**src/rtl/hello_ticker_reader_if.sv**
```systemverilog
// Bundle of the ticker character stream, counter clear, and the
// lock/count status returned by the HELLO ticker reader.
interface hello_ticker_reader_if #(
  parameter int CNT_W = 8
);
  logic             tick;
  logic [2:0]       char_in;
  logic             clr_counts;
  logic             locked;
  logic             msg_done;
  logic             err;
  logic [2:0]       pos;
  logic [CNT_W-1:0] msg_count;
  logic [CNT_W-1:0] err_count;

  // Stream source / status consumer side.
  modport master (
    output tick, char_in, clr_counts,
    input  locked, msg_done, err, pos, msg_count, err_count
  );

  // Reader side.
  modport slave (
    input  tick, char_in, clr_counts,
    output locked, msg_done, err, pos, msg_count, err_count
  );
endinterface

```
**src/rtl/hello_ticker_reader.sv**
```systemverilog
// Receive-side checker for the HELLO ticker stream. Aligns to the
// 8-symbol frame H,E,L,L,O,_,_,_, locks after one clean frame, and
// keeps saturating counts of good frames and locked-state errors.
module hello_ticker_reader #(
  parameter int CNT_W = 8
) (
  input  logic                  clock,
  input  logic                  resetn,
  hello_ticker_reader_if.slave  bus
);

  localparam logic [2:0] CH_H     = 3'b000;
  localparam logic [2:0] CH_E     = 3'b001;
  localparam logic [2:0] CH_L     = 3'b010;
  localparam logic [2:0] CH_O     = 3'b011;
  localparam logic [2:0] CH_BLANK = 3'b111;
  localparam logic [CNT_W-1:0] CNT_MAX = '1;

  typedef enum logic [1:0] {
    SEARCH = 2'd0,
    VERIFY = 2'd1,
    LOCKED = 2'd2
  } state_t;

  state_t           state, state_n;
  logic [2:0]       pos_q, pos_n;
  logic             locked_q, locked_n;
  logic             done_q, done_n;
  logic             err_q, err_n;
  logic [CNT_W-1:0] msg_cnt_q, msg_cnt_n;
  logic [CNT_W-1:0] err_cnt_q, err_cnt_n;
  logic             msg_inc, err_inc;
  logic             is_h, match;

  // Symbol the frame expects at a given position.
  function automatic logic [2:0] expected_sym(input logic [2:0] p);
    case (p)
      3'd0:    expected_sym = CH_H;
      3'd1:    expected_sym = CH_E;
      3'd2,
      3'd3:    expected_sym = CH_L;
      3'd4:    expected_sym = CH_O;
      default: expected_sym = CH_BLANK;
    endcase
  endfunction

  // Illegal codes never appear in the table, so they always mismatch.
  assign is_h  = (bus.char_in == CH_H);
  assign match = (bus.char_in == expected_sym(pos_q));

  // Next-state, position and pulse decode for one accepted tick.
  always_comb begin
    // NOTE: every signal gets a default first so no path leaves it
    // unassigned; otherwise synthesis would infer a latch.
    state_n  = state;
    pos_n    = pos_q;
    locked_n = locked_q;
    done_n   = 1'b0;
    err_n    = 1'b0;
    msg_inc  = 1'b0;
    err_inc  = 1'b0;

    if (bus.tick) begin
      unique case (state)
        SEARCH: begin
          if (is_h) begin
            pos_n   = 3'd1;
            state_n = VERIFY;
          end
        end
        VERIFY: begin
          if (match) begin
            if (pos_q == 3'd7) begin
              pos_n    = 3'd0;
              locked_n = 1'b1;
              done_n   = 1'b1;
              msg_inc  = 1'b1;
              state_n  = LOCKED;
            end else begin
              pos_n = pos_q + 3'd1;
            end
          end else if (is_h) begin
            // A stray H may itself be the start of a new frame.
            pos_n = 3'd1;
          end else begin
            pos_n   = 3'd0;
            state_n = SEARCH;
          end
        end
        LOCKED: begin
          if (match) begin
            if (pos_q == 3'd7) begin
              pos_n   = 3'd0;
              done_n  = 1'b1;
              msg_inc = 1'b1;
            end else begin
              pos_n = pos_q + 3'd1;
            end
          end else begin
            err_n    = 1'b1;
            err_inc  = 1'b1;
            locked_n = 1'b0;
            if (is_h) begin
              pos_n   = 3'd1;
              state_n = VERIFY;
            end else begin
              pos_n   = 3'd0;
              state_n = SEARCH;
            end
          end
        end
        default: begin
          pos_n    = 3'd0;
          locked_n = 1'b0;
          state_n  = SEARCH;
        end
      endcase
    end
  end

  // Counter update: clear wins over an increment; increments stop at all-ones.
  always_comb begin
    msg_cnt_n = msg_cnt_q;
    err_cnt_n = err_cnt_q;
    if (bus.clr_counts) begin
      msg_cnt_n = '0;
      err_cnt_n = '0;
    end else begin
      if (msg_inc && (msg_cnt_q != CNT_MAX)) msg_cnt_n = msg_cnt_q + 1'b1;
      if (err_inc && (err_cnt_q != CNT_MAX)) err_cnt_n = err_cnt_q + 1'b1;
    end
  end

  // State and output registers, cleared immediately on reset.
  always_ff @(posedge clock or negedge resetn) begin
    if (!resetn) begin
      state     <= SEARCH;
      pos_q     <= 3'd0;
      locked_q  <= 1'b0;
      done_q    <= 1'b0;
      err_q     <= 1'b0;
      msg_cnt_q <= '0;
      err_cnt_q <= '0;
    end else begin
      // NOTE: non-blocking assignments so every register samples the
      // pre-edge values, independent of statement order.
      state     <= state_n;
      pos_q     <= pos_n;
      locked_q  <= locked_n;
      done_q    <= done_n;
      err_q     <= err_n;
      msg_cnt_q <= msg_cnt_n;
      err_cnt_q <= err_cnt_n;
    end
  end

  assign bus.locked    = locked_q;
  assign bus.msg_done  = done_q;
  assign bus.err       = err_q;
  assign bus.pos       = pos_q;
  assign bus.msg_count = msg_cnt_q;
  assign bus.err_count = err_cnt_q;

endmodule

```
**src/flat_wrapper.sv**
```systemverilog
// flat-port wrapper written by rule: the top's interface ports become plain ports
module hello_ticker_reader_flat 
#(
  parameter int CNT_W = 8
)
  (clock, resetn, bus_tick, bus_char_in, bus_clr_counts, bus_locked, bus_msg_done, bus_err, bus_pos, bus_msg_count, bus_err_count);
  hello_ticker_reader_if #(.CNT_W(CNT_W)) bus_i ();
  input  logic clock;
  input  logic resetn;
  input wire logic [$bits(bus_i.tick)-1:0] bus_tick;
  input wire logic [$bits(bus_i.char_in)-1:0] bus_char_in;
  input wire logic [$bits(bus_i.clr_counts)-1:0] bus_clr_counts;
  output wire logic [$bits(bus_i.locked)-1:0] bus_locked;
  output wire logic [$bits(bus_i.msg_done)-1:0] bus_msg_done;
  output wire logic [$bits(bus_i.err)-1:0] bus_err;
  output wire logic [$bits(bus_i.pos)-1:0] bus_pos;
  output wire logic [$bits(bus_i.msg_count)-1:0] bus_msg_count;
  output wire logic [$bits(bus_i.err_count)-1:0] bus_err_count;
  assign bus_i.tick = bus_tick;
  assign bus_i.char_in = bus_char_in;
  assign bus_i.clr_counts = bus_clr_counts;
  assign bus_locked = bus_i.locked;
  assign bus_msg_done = bus_i.msg_done;
  assign bus_err = bus_i.err;
  assign bus_pos = bus_i.pos;
  assign bus_msg_count = bus_i.msg_count;
  assign bus_err_count = bus_i.err_count;
  hello_ticker_reader #(.CNT_W(CNT_W)) u_core (.clock(clock), .resetn(resetn), .bus(bus_i));
endmodule
```
**config.mk**
```make
export PLATFORM = sky130hd
export DESIGN_NAME = hello_ticker_reader_flat
export DESIGN_NICKNAME = d
export VERILOG_FILES = /design/src/rtl/hello_ticker_reader_if.sv /design/src/rtl/hello_ticker_reader.sv /design/src/flat_wrapper.sv
export SDC_FILE = /design/constraint.sdc
export NUM_CORES = 1
export LEC_CHECK = 0
export CAP_MARGIN = 20
export CORE_UTILIZATION = 51
export DETAILED_ROUTE_END_ITERATION = 10
export PLACE_DENSITY_LB_ADDON = 0.12
export SYNTH_ARGS = -nofsm -noshare
export SYNTH_HDL_FRONTEND = slang
export SYNTH_SLANG_ARGS = --single-unit
```
**constraint.sdc**
```tcl
create_clock -name clock -period 2.7 [get_ports clock]
set_input_delay 0.405 -clock clock [delete_from_list [all_inputs] [get_ports clock]]
set_output_delay 0.405 -clock clock [all_outputs]
set_load 0.05 [all_outputs]
```
==> impl_metrics.toml <==
[global_route]
grt_max_degree = 25
grtUsageTotal_pct = 23.3
grt_pass1_wl_mm = 5.89
grt_pass1_vias = 1342
antenna_found_initial = 0
overflow = 0

[floorplanning]
die_w_um = 56.5
core_um2 = 2780
fp.dieH_um = 56.5
start_util_pct = 54.4
placementRows = 19
io_pins = 29
die-area_um2 = 3190

[placed_design]
dp_slack_ns = 0.207
place_congestion = 0.897
hpwl_mm = 2.47
placed_area_um2 = 1840
port_buffers = 28

[synth]
yosys_warnings = 0
synth.top_cell.area_share_pct = 39.7
synth_area_leaders = "dfrtp_1 40%, ha_1 8.3%, a21oi_1 4.3%"
syn_inst = 160
synth_edf_count = 0
synth_flop_cell = "dfrtp_1"
syn_nets = 177
yosys.area.top_type = "dfrtp_1"
seq_area_frac_synth_pct = 39.7
synthDistinctLibCells = 46
synth_area_um2 = 1510
ys_seq_elements = 24
avgSynthCellArea_um2 = 9.45
synthArstFlopShare_pct = 100

[detailed_routing]
drt_wl_total_mm = 3.36
drc_errors = 0
route.detailed.wl_per_inst_um = 15.1
viasPerCell = 6.15
drt-initial-drc-count = 43
vias = 1371
first_pass_iters = 4
drt.antenna.violating_nets = 0

[sta]
setup_viol = 0
worstMarginPinSlew_ns = 0.698
max-slew-margin-rel_pct = 52.2
finalCritPeriodShare_pct = 86.0
drv_slew = 0
fin_ws_ns = 0.378
period_needed_ns = 2.32
fmax_mhz = 431
grt_setup_unrepaired = "no"
tns_ns = 0
clock_skew_ns = 0.00188
hold_violations = 0

[clocking]
clockBufferDepth = 2
clk_latency_ns = 0.32
h-tree-depth = 1
ctsResizeCount = 0
numCtsBuffers = 3
hold_buffers = 0
cts_tree = "built"
cts_setup_buffers = 0
ctsRootBufferMaster = "clkbuf_4"
cts.clk_slew.worst_paths_ns = 0.14
cts.sinks = 24

[layout]
final_common_cell = "clkdlybuf4s50_1"
num-nets-final = 210
fillerInstances = 241
multi_input_area_um2 = 843
area_growth_syn_to_layout_pct = 25.0
fin_area_um2 = 1890
final_cell_mix = "28 x clkdlybuf4s50_1, 24 x dfrtp_1, 14 x nor2_1"
n_antenna_cell = 0
seq_area_um2 = 601
drive_gt1_share_pct = 9.38

[worst_hold_path]
hold_path.class = "input pin to async pin"

[pwr]
max-vdd-ir-drop_v = 0.000444
p_leak_nw = 0.729
powerDensity_nw_per_um2 = 570

[setup_path]
worstPathMaxFanout = 6
cp.required_ns = 2.92
crit_path_end_kind = "flip-flop"
critPathLaunchType = "flip-flop"
crit_arrival_ns = 2.55
setup.worst_path.class = "flip-flop to flip-flop"

[outcome]
status = "complete, no violations"

[run]
max_cap_viol_count = 0
## cells in the mapped netlist, types with 2 or more instances
cell type / number
dfrtp_1: 24
nor2_1: 14
a21oi_1: 13
inv_1: 12
ha_1: 10
nand3_1: 10
nand2_1: 8
nand4_1: 5
o31ai_1: 5
or4_1: 5
xnor2_1: 5
o21ai_0: 4
a2111oi_0: 3
or3_1: 3
a21o_1: 2
a31oi_1: 2
and2_1: 2
and3_1: 2
nor2b_1: 2
nor4_1: 2
o22ai_1: 2
## path summary, 6_finish.rpt
kind | startpoint | cells after the start | end | slack, ns
worst max-delay path | u_core.bus.pos[1] | 7 | u_core.bus.msg_count[4] | 0.38
worst min-delay path | resetn | 2 | u_core.bus.err_count[6] | 0.43
worst max register to register | u_core.bus.pos[1] | 7 | u_core.bus.msg_count[4] | 0.38
worst min register to register | u_core.bus.msg_count[4] | 2 | u_core.bus.msg_count[4] | 0.59
max in group asynchronous | resetn | 2 | u_core.bus.err_count[2] | 2.03
min in group clock | u_core.bus.msg_count[4] | 2 | u_core.bus.msg_count[4] | 0.59
## metrics by stage
step / util, % / hold slack [ns] / total power, mW / instances
2_1_floorplan: - / 0.109 / 0.708 / 160
3_3_place_gp: 66.1 / 0.541 / 0.806 / 219
3_5_place_dp: 66.1 / 0.559 / 0.816 / 219
4_1_cts: 68.0 / 0.427 / 1.09 / 223
5_1_grt: 68.0 / 0.470 / 1.13 / 223
6_report: 68.0 / 0.431 / 1.08 / 223
## critical path: stages (launching register included)
cell,delay (ns)
dfrtp_1,0.50
ha_1,0.19
ha_1,0.21
nand3_1,0.14
a41o_1,0.30
a2111oi_0,0.64
xnor2_1,0.19
nor2_1,0.06
## where the power goes
group | leakage, nW | switching [mW] | internal (mW)
Combinational | 0.370 | 0.255 | 0.140
Clock | 0.0279 | 0.116 | 0.150
Sequential | 0.330 | 0.0290 | 0.387
Total | 0.729 | 0.400 | 0.677
## layout make-up
| type | instances | share of cell area (%) |
|---|---|---|
| multi-input combinational | 120 | 44.6 |
| timing repair buffer | 32 | 16.4 |
| sequential | 24 | 31.8 |
| clock buffer | 3 | 1.19 |
| tap | 31 | 2.05 |
| clock inverter | 1 | 1.59 |
| inverter | 12 | 2.38 |
## registers in the layout, summed over array words and instances (netlist names)
signal / flops
u_core.bus.msg_done: 1
u_core.bus.err: 1
u_core.bus.locked: 1
u_core.bus.msg_count: 8
u_core.bus.err_count: 8
u_core.bus.pos: 3
u_core.state: 2
## logic make-up (layout without fill, tap and decap cells)
kind of cell | after synthesis | after routing | synth area share, %
AO/OA/AOI/OAI | 42 | 42 | 20.3
XOR/XNOR | 7 | 7 | 4.55
adder cells (fa/ha/maj) | 10 | 10 | 8.27
buffers and inverters | 16 | 48 | 4.55
flip-flops | 24 | 24 | 39.7
multiplexers | 2 | 2 | 1.41
AND/OR/NAND/NOR | 59 | 59 | 21.3
## routing by layer
layer,vias up,GRT usage [%],part of all wire [%]
met1,672,28.5,45
met4,0,10.5,1.8
met3,8,3.23,2.7
met2,27,40.5,51
met5,-,0,0
li1,664,-,-
No activity file was read; power rests on OpenSTA's default activity.
